### src/rtl/ascon_fsm_ctrl_pkg.sv
// Shared types and constants for the Ascon-128 AEAD encryption controller.
//   type_fsm_state : controller state encoding
//   XB_* / XE_*    : datapath begin/end XOR bypass selects
//   ctrl_out_t     : registered control word presented to the datapath
//   ctrl_decode    : Moore decode of (state, round) into a control word
package ascon_fsm_ctrl_pkg;

  localparam int unsigned ROUND_W      = 4;
  localparam int unsigned ROUNDS_A_DEF = 12;
  localparam int unsigned ROUNDS_B_DEF = 6;

  localparam logic [ROUND_W-1:0] ROUND_LAST    = ROUND_W'(11);
  localparam logic [ROUND_W-1:0] ROUND_FIRST_A = ROUND_W'(12 - ROUNDS_A_DEF);
  localparam logic [ROUND_W-1:0] ROUND_FIRST_B = ROUND_W'(12 - ROUNDS_B_DEF);

  localparam logic [1:0] XB_NONE     = 2'd0;
  localparam logic [1:0] XB_DATA     = 2'd1;
  localparam logic [1:0] XB_KEY      = 2'd2;
  localparam logic [1:0] XB_DATA_KEY = 2'd3;

  localparam logic [1:0] XE_NONE   = 2'd0;
  localparam logic [1:0] XE_KEY    = 2'd1;
  localparam logic [1:0] XE_DOMAIN = 2'd2;

  typedef enum logic [2:0] {
    ST_IDLE,
    ST_INIT,
    ST_WAIT_AD,
    ST_AD,
    ST_WAIT_PT,
    ST_PT,
    ST_FINAL,
    ST_DONE
  } type_fsm_state;

  typedef struct packed {
    logic               block_ready;
    logic               input_mode;
    logic [ROUND_W-1:0] round;
    logic               en_state;
    logic [1:0]         xb;
    logic [1:0]         xe;
    logic               en_cipher;
    logic               en_tag;
    logic               done;
  } ctrl_out_t;

  // Control word for a given state and round index; first_a/first_b are the
  // opening round indices of p^a and p^b respectively.
  function automatic ctrl_out_t ctrl_decode(input type_fsm_state     st,
                                            input logic [ROUND_W-1:0] rnd,
                                            input logic [ROUND_W-1:0] first_a,
                                            input logic [ROUND_W-1:0] first_b);
    ctrl_out_t o;
    o       = '0;
    o.round = rnd;
    case (st)
      ST_INIT: begin
        o.en_state   = 1'b1;
        o.input_mode = (rnd == first_a);
        if (rnd == ROUND_LAST) o.xe = XE_KEY;
      end
      ST_WAIT_AD, ST_WAIT_PT: o.block_ready = 1'b1;
      ST_AD: begin
        o.en_state = 1'b1;
        if (rnd == first_b)    o.xb = XB_DATA;
        if (rnd == ROUND_LAST) o.xe = XE_DOMAIN;
      end
      ST_PT: begin
        o.en_state = 1'b1;
        if (rnd == first_b) begin
          o.xb        = XB_DATA;
          o.en_cipher = 1'b1;
        end
      end
      ST_FINAL: begin
        o.en_state = 1'b1;
        // Last plaintext block is absorbed together with the key at finalisation start.
        if (rnd == first_a) begin
          o.xb        = XB_DATA_KEY;
          o.en_cipher = 1'b1;
        end
        if (rnd == ROUND_LAST) begin
          o.xe     = XE_KEY;
          o.en_tag = 1'b1;
        end
      end
      ST_DONE: o.done = 1'b1;
      default: ;
    endcase
    return o;
  endfunction

endpackage

### src/rtl/ascon_fsm_ctrl_if.sv
// Host/datapath bundle of the Ascon controller.
//   slave  : controller side (samples start/data_valid, drives datapath controls)
//   master : host/datapath side
// Optional ASCON_ABORT_EN adds abort_i (host requests message abort).
interface ascon_fsm_ctrl_if;
  import ascon_fsm_ctrl_pkg::*;

  logic               start_i;
  logic               data_valid_i;
`ifdef ASCON_ABORT_EN
  logic               abort_i;
`endif
  logic               block_ready_o;
  logic               input_mode_o;
  logic [ROUND_W-1:0] round_o;
  logic               enable_state_o;
  logic [1:0]         bypass_xor_begin_o;
  logic [1:0]         bypass_xor_end_o;
  logic               enable_cipher_o;
  logic               enable_tag_o;
  logic               done_o;

  modport slave (
    input  start_i,
    input  data_valid_i,
`ifdef ASCON_ABORT_EN
    input  abort_i,
`endif
    output block_ready_o,
    output input_mode_o,
    output round_o,
    output enable_state_o,
    output bypass_xor_begin_o,
    output bypass_xor_end_o,
    output enable_cipher_o,
    output enable_tag_o,
    output done_o
  );

  modport master (
    output start_i,
    output data_valid_i,
`ifdef ASCON_ABORT_EN
    output abort_i,
`endif
    input  block_ready_o,
    input  input_mode_o,
    input  round_o,
    input  enable_state_o,
    input  bypass_xor_begin_o,
    input  bypass_xor_end_o,
    input  enable_cipher_o,
    input  enable_tag_o,
    input  done_o
  );
endinterface

### src/rtl/ascon_fsm_ctrl_round_counter.sv
// Round index counter for the Ascon permutation.
//   clk_i, rst_i   : clock, async active-high reset
//   clear_i        : force index to 0 (highest priority)
//   load_i         : load load_val_i (first round of the next permutation)
//   inc_i          : advance one round, saturating at the last round
//   round_nxt_o    : index the register takes at the next edge
//   last_o         : current index is the last round
module ascon_fsm_ctrl_round_counter
  import ascon_fsm_ctrl_pkg::*;
(
  input  logic               clk_i,
  input  logic               rst_i,
  input  logic               clear_i,
  input  logic               load_i,
  input  logic [ROUND_W-1:0] load_val_i,
  input  logic               inc_i,
  output logic [ROUND_W-1:0] round_nxt_o,
  output logic               last_o
);

  logic [ROUND_W-1:0] round_q;
  logic [ROUND_W-1:0] round_d;

  assign last_o = (round_q == ROUND_LAST);

  // Next index: clear > load > saturating increment > hold.
  always_comb begin
    round_d = round_q;
    if (clear_i) begin
      round_d = '0;
    end else if (load_i) begin
      round_d = load_val_i;
    end else if (inc_i && !last_o) begin
      round_d = round_q + ROUND_W'(1);
    end
  end

  always_ff @(posedge clk_i or posedge rst_i) begin
    if (rst_i) round_q <= '0;
    else       round_q <= round_d;
  end

  assign round_nxt_o = round_d;

endmodule

### src/rtl/ascon_fsm_ctrl.sv
// Moore controller sequencing the Ascon-128 datapath for one AEAD encryption:
// init (p^a), one AD block, NB_BLOCKS plaintext blocks, finalisation (p^a).
//   clock_i, reset_i : clock, async active-high reset
//   bus (slave)      : start_i/data_valid_i in; block_ready_o, input_mode_o,
//                      round_o, enable_state_o, bypass_xor_begin_o/end_o,
//                      enable_cipher_o, enable_tag_o, done_o out
// Macro ASCON_ABORT_EN: bus.abort_i returns any active message to IDLE.
module ascon_fsm_ctrl
  import ascon_fsm_ctrl_pkg::*;
#(
  parameter int unsigned NB_BLOCKS = 4,
  parameter int unsigned ROUNDS_A  = ROUNDS_A_DEF,
  parameter int unsigned ROUNDS_B  = ROUNDS_B_DEF
) (
  input logic             clock_i,
  input logic             reset_i,
  ascon_fsm_ctrl_if.slave bus
);

  // A single-block message still needs a 1-bit counter.
  localparam int unsigned BLK_W = (NB_BLOCKS > 1) ? $clog2(NB_BLOCKS) : 1;
  localparam logic [ROUND_W-1:0] FIRST_A  = ROUND_W'(12 - ROUNDS_A);
  localparam logic [ROUND_W-1:0] FIRST_B  = ROUND_W'(12 - ROUNDS_B);
  localparam logic [BLK_W-1:0]   BLK_LAST = BLK_W'(NB_BLOCKS - 1);

  type_fsm_state      state_q;
  type_fsm_state      state_d;
  logic [BLK_W-1:0]   blk_q;
  logic [BLK_W-1:0]   blk_d;
  ctrl_out_t          out_q;

  logic               rc_clear;
  logic               rc_load;
  logic [ROUND_W-1:0] rc_load_val;
  logic               rc_inc;
  logic [ROUND_W-1:0] round_d;
  logic               rc_last;

  ascon_fsm_ctrl_round_counter u_round_counter (
    .clk_i       (clock_i),
    .rst_i       (reset_i),
    .clear_i     (rc_clear),
    .load_i      (rc_load),
    .load_val_i  (rc_load_val),
    .inc_i       (rc_inc),
    .round_nxt_o (round_d),
    .last_o      (rc_last)
  );

  // Next state, counter controls.
  always_comb begin
    state_d     = state_q;
    blk_d       = blk_q;
    rc_clear    = 1'b0;
    rc_load     = 1'b0;
    rc_load_val = FIRST_A;
    rc_inc      = 1'b0;
    case (state_q)
      ST_IDLE: begin
        if (bus.start_i) begin
          state_d = ST_INIT;
          rc_load = 1'b1;
        end
      end
      ST_INIT: begin
        rc_inc = 1'b1;
        if (rc_last) state_d = ST_WAIT_AD;
      end
      ST_WAIT_AD: begin
        if (bus.data_valid_i) begin
          state_d     = ST_AD;
          rc_load     = 1'b1;
          rc_load_val = FIRST_B;
        end
      end
      ST_AD: begin
        rc_inc = 1'b1;
        if (rc_last) state_d = ST_WAIT_PT;
      end
      ST_WAIT_PT: begin
        if (bus.data_valid_i) begin
          rc_load = 1'b1;
          if (blk_q == BLK_LAST) begin
            state_d = ST_FINAL;
          end else begin
            state_d     = ST_PT;
            rc_load_val = FIRST_B;
          end
        end
      end
      ST_PT: begin
        rc_inc = 1'b1;
        if (rc_last) begin
          state_d = ST_WAIT_PT;
          blk_d   = blk_q + BLK_W'(1);
        end
      end
      ST_FINAL: begin
        rc_inc = 1'b1;
        if (rc_last) begin
          state_d  = ST_DONE;
          rc_clear = 1'b1;
          blk_d    = '0;
        end
      end
      ST_DONE: begin
        state_d  = ST_IDLE;
        rc_clear = 1'b1;
        blk_d    = '0;
      end
      default: begin
        state_d  = ST_IDLE;
        rc_clear = 1'b1;
        blk_d    = '0;
      end
    endcase
`ifdef ASCON_ABORT_EN
    // Abort overrides everything; the registered outputs then decode IDLE.
    if (bus.abort_i && (state_q != ST_IDLE)) begin
      state_d  = ST_IDLE;
      rc_clear = 1'b1;
      rc_load  = 1'b0;
      rc_inc   = 1'b0;
      blk_d    = '0;
    end
`endif
  end

  // State and outputs; outputs decode the upcoming state so they align with it.
  always_ff @(posedge clock_i or posedge reset_i) begin
    if (reset_i) begin
      state_q <= ST_IDLE;
      blk_q   <= '0;
      out_q   <= '0;
    end else begin
      state_q <= state_d;
      blk_q   <= blk_d;
      out_q   <= ctrl_decode(state_d, round_d, FIRST_A, FIRST_B);
    end
  end

  assign bus.block_ready_o      = out_q.block_ready;
  assign bus.input_mode_o       = out_q.input_mode;
  assign bus.round_o            = out_q.round;
  assign bus.enable_state_o     = out_q.en_state;
  assign bus.bypass_xor_begin_o = out_q.xb;
  assign bus.bypass_xor_end_o   = out_q.xe;
  assign bus.enable_cipher_o    = out_q.en_cipher;
  assign bus.enable_tag_o       = out_q.en_tag;
  assign bus.done_o             = out_q.done;

endmodule

### src/flat_wrapper.sv
// flat-port wrapper written by rule: the top's interface ports become plain ports
module ascon_fsm_ctrl_flat import ascon_fsm_ctrl_pkg::*;
#(
  parameter int unsigned NB_BLOCKS = 4,
  parameter int unsigned ROUNDS_A  = ROUNDS_A_DEF,
  parameter int unsigned ROUNDS_B  = ROUNDS_B_DEF
)
  (clock_i, reset_i, bus_start_i, bus_data_valid_i, bus_block_ready_o, bus_input_mode_o, bus_round_o, bus_enable_state_o, bus_bypass_xor_begin_o, bus_bypass_xor_end_o, bus_enable_cipher_o, bus_enable_tag_o, bus_done_o);
  ascon_fsm_ctrl_if bus_i ();
  input logic clock_i;
  input logic reset_i;
  input wire logic [$bits(bus_i.start_i)-1:0] bus_start_i;
  input wire logic [$bits(bus_i.data_valid_i)-1:0] bus_data_valid_i;
  output wire logic [$bits(bus_i.block_ready_o)-1:0] bus_block_ready_o;
  output wire logic [$bits(bus_i.input_mode_o)-1:0] bus_input_mode_o;
  output wire logic [$bits(bus_i.round_o)-1:0] bus_round_o;
  output wire logic [$bits(bus_i.enable_state_o)-1:0] bus_enable_state_o;
  output wire logic [$bits(bus_i.bypass_xor_begin_o)-1:0] bus_bypass_xor_begin_o;
  output wire logic [$bits(bus_i.bypass_xor_end_o)-1:0] bus_bypass_xor_end_o;
  output wire logic [$bits(bus_i.enable_cipher_o)-1:0] bus_enable_cipher_o;
  output wire logic [$bits(bus_i.enable_tag_o)-1:0] bus_enable_tag_o;
  output wire logic [$bits(bus_i.done_o)-1:0] bus_done_o;
  assign bus_i.start_i = bus_start_i;
  assign bus_i.data_valid_i = bus_data_valid_i;
  assign bus_block_ready_o = bus_i.block_ready_o;
  assign bus_input_mode_o = bus_i.input_mode_o;
  assign bus_round_o = bus_i.round_o;
  assign bus_enable_state_o = bus_i.enable_state_o;
  assign bus_bypass_xor_begin_o = bus_i.bypass_xor_begin_o;
  assign bus_bypass_xor_end_o = bus_i.bypass_xor_end_o;
  assign bus_enable_cipher_o = bus_i.enable_cipher_o;
  assign bus_enable_tag_o = bus_i.enable_tag_o;
  assign bus_done_o = bus_i.done_o;
  ascon_fsm_ctrl #(.NB_BLOCKS(NB_BLOCKS), .ROUNDS_A(ROUNDS_A), .ROUNDS_B(ROUNDS_B)) u_core (.clock_i(clock_i), .reset_i(reset_i), .bus(bus_i));
endmodule
### config.mk
export PLATFORM = sky130hd
export DESIGN_NAME = ascon_fsm_ctrl_flat
export DESIGN_NICKNAME = d
export VERILOG_FILES = /design/src/rtl/ascon_fsm_ctrl_pkg.sv /design/src/rtl/ascon_fsm_ctrl_if.sv /design/src/rtl/ascon_fsm_ctrl_round_counter.sv /design/src/rtl/ascon_fsm_ctrl.sv /design/src/flat_wrapper.sv
export SDC_FILE = /design/constraint.sdc
export NUM_CORES = 1
export LEC_CHECK = 0
export ABC_AREA = 1
export CAP_MARGIN = 25
export CORE_ASPECT_RATIO = 1.75
export CORE_MARGIN = 2
export CORE_UTILIZATION = 45
export DETAILED_ROUTE_END_ITERATION = 12
export PLACE_DENSITY_LB_ADDON = 0.1
export SYNTH_ARGS = -nofsm -noshare
export SYNTH_HDL_FRONTEND = slang
export SYNTH_SLANG_ARGS = --single-unit
export TNS_END_PERCENT = 100
### constraint.sdc
create_clock -name clock_i -period 3 [get_ports clock_i]
set_input_delay 0.6 -clock clock_i [delete_from_list [all_inputs] [get_ports clock_i]]
set_output_delay 0.6 -clock clock_i [all_outputs]
set_load 0.03 [all_outputs]
---- Yosys cells after proc, flatten, opt, wreduce, memory -nomap -nowiden ----
Index checks and enable logic that the tools add are counted.
storage, ports and cells
  output and inout bits ................... 14
  word-level logic and storage cells ...... 85
  register bits after elaboration ......... 19
  input bits .............................. 4
operators by class
  equal/unequal tests ..................... 20
  reduce and logical (&&, ||, !) cells .... 13
  add/subtract/negate cells ............... 2
  multiplexer cells ....................... 39
operators with widths
  cell                                                                    count
  3-bit equality test (second input constant)                             8
  3-bit 2-to-1 mux                                                        8
  3-bit one-hot mux with 7 select lines                                   1
  4-bit 2-to-1 mux                                                        4
  1-bit 2-to-1 mux                                                        14
  3-bit by 2-bit equality test with 1-bit output (second input constant)  4
  2-bit 2-to-1 mux                                                        5
  2-bit OR reduction                                                      5
  4-bit equality test (second input constant)                             2
  2-bit one-hot mux with 2 select lines                                   2
  4-bit one-hot mux with 2 select lines                                   1
  4-bit OR reduction                                                      2
  3-bit by 1-bit equality test with 1-bit output (second input constant)  2
  1-bit one-hot mux with 2 select lines                                   3
  2-bit one-hot mux with 3 select lines                                   1
  4-bit by 1-bit adder with 4-bit output (second input constant)          1
  4-bit by 3-bit equality test with 1-bit output (second input constant)  1
  4-bit zero test                                                         1
  2-bit != test (second input constant)                                   2
  3-bit zero test                                                         1
  3-bit AND reduction                                                     1
  3-bit nonzero test                                                      1
  2-bit by 1-bit adder with 2-bit output (second input constant)          1
  2-bit equality test (second input constant)                             1
  2 further kinds                                                         2

---- Depth between registers and ports, before layout ----
  depth after elaboration ................. 10
  gate-level depth with buffers ........... 13
  gate-level depth less buffers ........... 12

---- By module ----
A second synthesis with hierarchy kept.
unflattened totals
  cell total of the unflattened synthesis .. 148
  area total of the unflattened synthesis .. 1,172.4 µm²
by module, submodules not included
  module                        times used  cells an instance  area an instance (µm²)  sequential area each (µm²)
  ascon_fsm_ctrl                1           107                902.1                   475.5
  ascon_fsm_ctrl_round_counter  1           41                 270.3                   100.1

---- Worst setup path after synthesis ----
Ideal clock, no wire load.
  path kind ............................... reg2reg
  start point ............................. register u_core.bus.round_o[0] (netlist name)
  end point ............................... register u_core.out_q (netlist bit u_core.bus.bypass_xor_begin_o[0])
  stages on the path, launching flop included .. 11
  path slack .............................. 1,241 ps
  clock period less this slack ............ 1,759 ps
  arrival time ............................ 1,640 ps
  data required time ...................... 2,882 ps
  cells stage by stage .................... dfrtp_1 > ha_1 > nand3_4 > nand2_1 > inv_1 > nor3_1 > nand2_1 > nand2_1 > nor2_1 > nand2_1 > nand2_1
RTL lines
  what                  RTL line               source
  end signal, assigned  ascon_fsm_ctrl.sv:138  out_q <= ctrl_decode(state_d, round_d, FIRST_A, FIRST_B);
  end, declared         ascon_fsm_ctrl.sv:30   ctrl_out_t out_q;

---- Final worst setup path ----
  start point ............................. register u_core.out_q (netlist bit u_core.bus.round_o[3])
  end point ............................... output bus_round_o[3]
RTL lines
  what           RTL line            source
  end, declared  flat_wrapper.sv:16  output wire logic [$bits(bus_i.round_o)-1:0] bus_round_o;
No word-level cell between the ends.

==> flow_metrics.py <==
metrics = {
    "sta": {
        "finClkSkew_ns": 0.00480,
        "max_freq_mhz": 497,
        "min_period_ns": 2.01,
        "worst_slack_ns": 0.987,
        "tightest_slew_ns": 0.696,
        "hold_violations": 0,
        "period_share_pct": 67.1,
        "maxSlewViolCount": 0,
        "max_slew_margin_pct": 53.5,
        "setup_viol": 0,
        "rsz0062_at_grt": "no",
        "setup_tns_ns": 0,
    },
    "routing": {
        "drcViolationCount": 0,
        "ant_nets": 0,
        "wl_um": 2370,
        "num_vias": 978,
        "avgRoutedWirePerCell_um": 12.6,
        "drt_iter0_drc": 21,
        "drt-pass1-iter-count": 4,
        "vias_per_cell": 5.20,
    },
    "cells_and_area": {
        "nets": 169,
        "fin_area_um2": 1380,
        "drive_gt1_share_pct": 21.0,
        "final_common_cell": "nand2_1",
        "final_cell_mix": "nand2_1 (32), dfrtp_1 (19), clkdlybuf4s50_1 (17)",
        "area_delta_synth_final_pct": 20.5,
        "diodes": 0,
        "final_cells": 188,
        "fillers": 227,
    },
    "global_route": {
        "grtUsageTotal_pct": 18.0,
        "grtUsageMet1_pct": 20.4,
        "grt_overflow": 0,
        "grt_use_met2_pct": 31.1,
        "grt_max_degree": 20,
        "antenna_found_initial": 0,
        "grt_pass1_wl_um": 4130,
        "grt_pass1_vias": 996,
        "grt.met3_usage_pct": 2.81,
        "top_usage_layer": "met2",
    },
    "setup_path": {
        "slowest_delay_ns": 0.71,
        "crit_type": "flop to output port",
        "crit_required_ns": 2.40,
        "cp.arrival_ns": 1.41,
        "path_max_fanout": 4,
        "rr_endpoint": "u_core.bus.bypass_xor_end_o[1]",
        "path_delay_family": "buffers and inverters",
        "reg2reg_depth": 10,
        "slowest_stage": "clkdlybuf4s50_1",
        "r2r-start": "u_core.bus.round_o[0]",
        "start_kind": "flop",
        "crit_path_cell_trace": "clkdlybuf4s50_1",
        "critPathBufInv": 1,
        "endpoint_kind": "output port",
        "worst-r2r-setup-slack_ns": 1.22,
    },
    "logic_synthesis": {
        "syn_area_um2": 1150,
        "ys_warn_count": 0,
        "ys_ff_latch": 19,
        "synth_cell_type_count": 25,
        "synthCells": 143,
        "syn_area_per_cell_um2": 8.01,
        "yosysSeqAreaShare_pct": 41.5,
        "syn_nets": 149,
    },
    "outcome": {
        "status": "finished, final reports clean",
    },
    "placed_design": {
        "place_ws_ns": 0.841,
        "io_buffers": 17,
        "dp.cells": 184,
        "gp_congestion": 0.938,
        "dp.final_hpwl_um": 1840,
        "place_area_um2": 1340,
    },
    "clocking": {
        "root_buffer": "clkbuf_8",
        "cts_buffer_depth": 2,
        "cts_hold_buf": 0,
        "path_clk_slew_ns": 0.07,
        "h-tree-depth": 1,
        "clk_latency_ns": 0.25,
        "cts_tree": "done",
        "numCtsBuffers": 3,
        "clkSinkCount": 19,
        "post_cts_buffers": 0,
        "post_cts_resized": 0,
    },
    "floorplanning": {
        "core_region_area_um2": 2460,
        "dieArea_um2": 2980,
        "rows": 24,
        "dieWidth_um": 42.2,
        "io_pins": 18,
        "initial_core_util_pct": 46.5,
        "die_h_um": 70.8,
    },
    "power_and_ir_drop": {
        "ir_drop_v": 0.000499,
        "power.density_nw_per_um2": 1010,
        "p_leak_nw": 0.725,
    },
    "worst_hold_path": {
        "worstHoldStart": "u_core.blk_q[0]",
        "hold_depth": 1,
        "holdCritPathClass": "flop to flop",
        "holdPathEnd": "u_core.blk_q[0]",
    },
    "run": {
        "maxCapViolCount": 0,
    },
}
## routing by layer
layer / routed length (um) / part of all wire (%)
met1: 931 / 39
met2: 1250 / 53
met3: 111 / 4.7
met4: 73 / 3.1
met5: 0 / 0
## synthesized netlist by cell type
library cell / n / share of area, %
nor3_2: 1 / 0.87
nand3_2: 7 / 6.1
nor2_2: 4 / 2.2
and2_1: 1 / 0.55
o21ai_1: 1 / 0.44
nand2_2: 8 / 4.4
buf_4: 1 / 0.66
dfrtp_1: 19 / 41
nor2_1: 11 / 3.6
inv_2: 6 / 2.0
nand4_1: 2 / 1.1
inv_1: 16 / 5.2
o21a_1: 1 / 0.66
nand3_4: 1 / 1.5
o21ai_0: 4 / 1.7
nand2_4: 2 / 2.0
a21oi_2: 1 / 0.76
xnor2_1: 2 / 1.5
nand2_1: 32 / 10
nand3_1: 16 / 7.0
a211oi_1: 1 / 0.66
nor3_1: 2 / 0.87
o21bai_4: 1 / 1.6
ha_1: 2 / 2.2
buf_2: 1 / 0.44
## cell families (layout without fill, tap and decap cells)
kind of cell / after synthesis / in the layout / share of synthesized area (%)
DFF: 19 / 19 / 41.5
AOI/OAI and AO/OA: 9 / 9 / 5.90
and+or+nand+nor: 87 / 87 / 40.6
buffers and inverters: 24 / 43 / 8.30
xor gates and xnor gates: 2 / 2 / 1.53
adders and majority gates: 2 / 2 / 2.18
## power by group
part / switching [W] / internal, W
clock: 0.0000782 / 0.0000944
combinational: 0.000529 / 0.000293
sequential: 0.0000766 / 0.000321
## per-stage QoR
step	hold slack, ns	power (W)	util (%)
after floorplan	0.487	0.00103	-
after global placement	0.500	0.00121	54.3
after detailed placement	0.508	0.00123	54.3
after CTS	0.522	0.00141	56.1
after global routing	0.539	0.00152	56.1
final	0.521	0.00139	56.1
## state kept, by name, indices dropped and copies added, names as in the netlist
| register | cells |
|---|---|
| u_core.bus.bypass_xor_begin_o | 2 |
| u_core.bus.enable_state_o | 1 |
| u_core.bus.round_o | 4 |
| u_core.bus.bypass_xor_end_o | 2 |
| u_core.state_q | 3 |
| u_core.bus.enable_cipher_o | 1 |
| u_core.bus.input_mode_o | 1 |
| u_core.bus.block_ready_o | 1 |
| u_core.bus.enable_tag_o | 1 |
| u_core.bus.done_o | 1 |
| u_core.blk_q | 2 |
## layout make-up
cell class | count | area, um2 | area share [%]
timing repair buffer | 17 | 170 | 12.3
clock buffer | 4 | 45.0 | 3.26
sequential | 19 | 475 | 34.4
tap | 26 | 32.5 | 2.36
multi-input combinational | 100 | 576 | 41.7
inverter | 22 | 82.6 | 5.98
## worst max-delay path by stage
stage / from / endpoint / slack (ns) / cells past startpoint
3_3_place_gp: bus_data_valid_i / u_core.bus.bypass_xor_begin_o[0] / 0.86 / 10
6_report: u_core.bus.round_o[3] / bus_round_o[3] / 0.99 / 1
4_1_cts: u_core.bus.round_o[3] / bus_round_o[3] / 0.98 / 1
3_5_place_dp: bus_data_valid_i / u_core.bus.bypass_xor_begin_o[0] / 0.84 / 10
2_1_floorplan: u_core.bus.round_o[0] / u_core.bus.bypass_xor_begin_o[0] / 1.24 / 10
5_1_grt: u_core.bus.round_o[3] / bus_round_o[3] / 0.94 / 1
No activity file was read; power rests on OpenSTA's default activity.
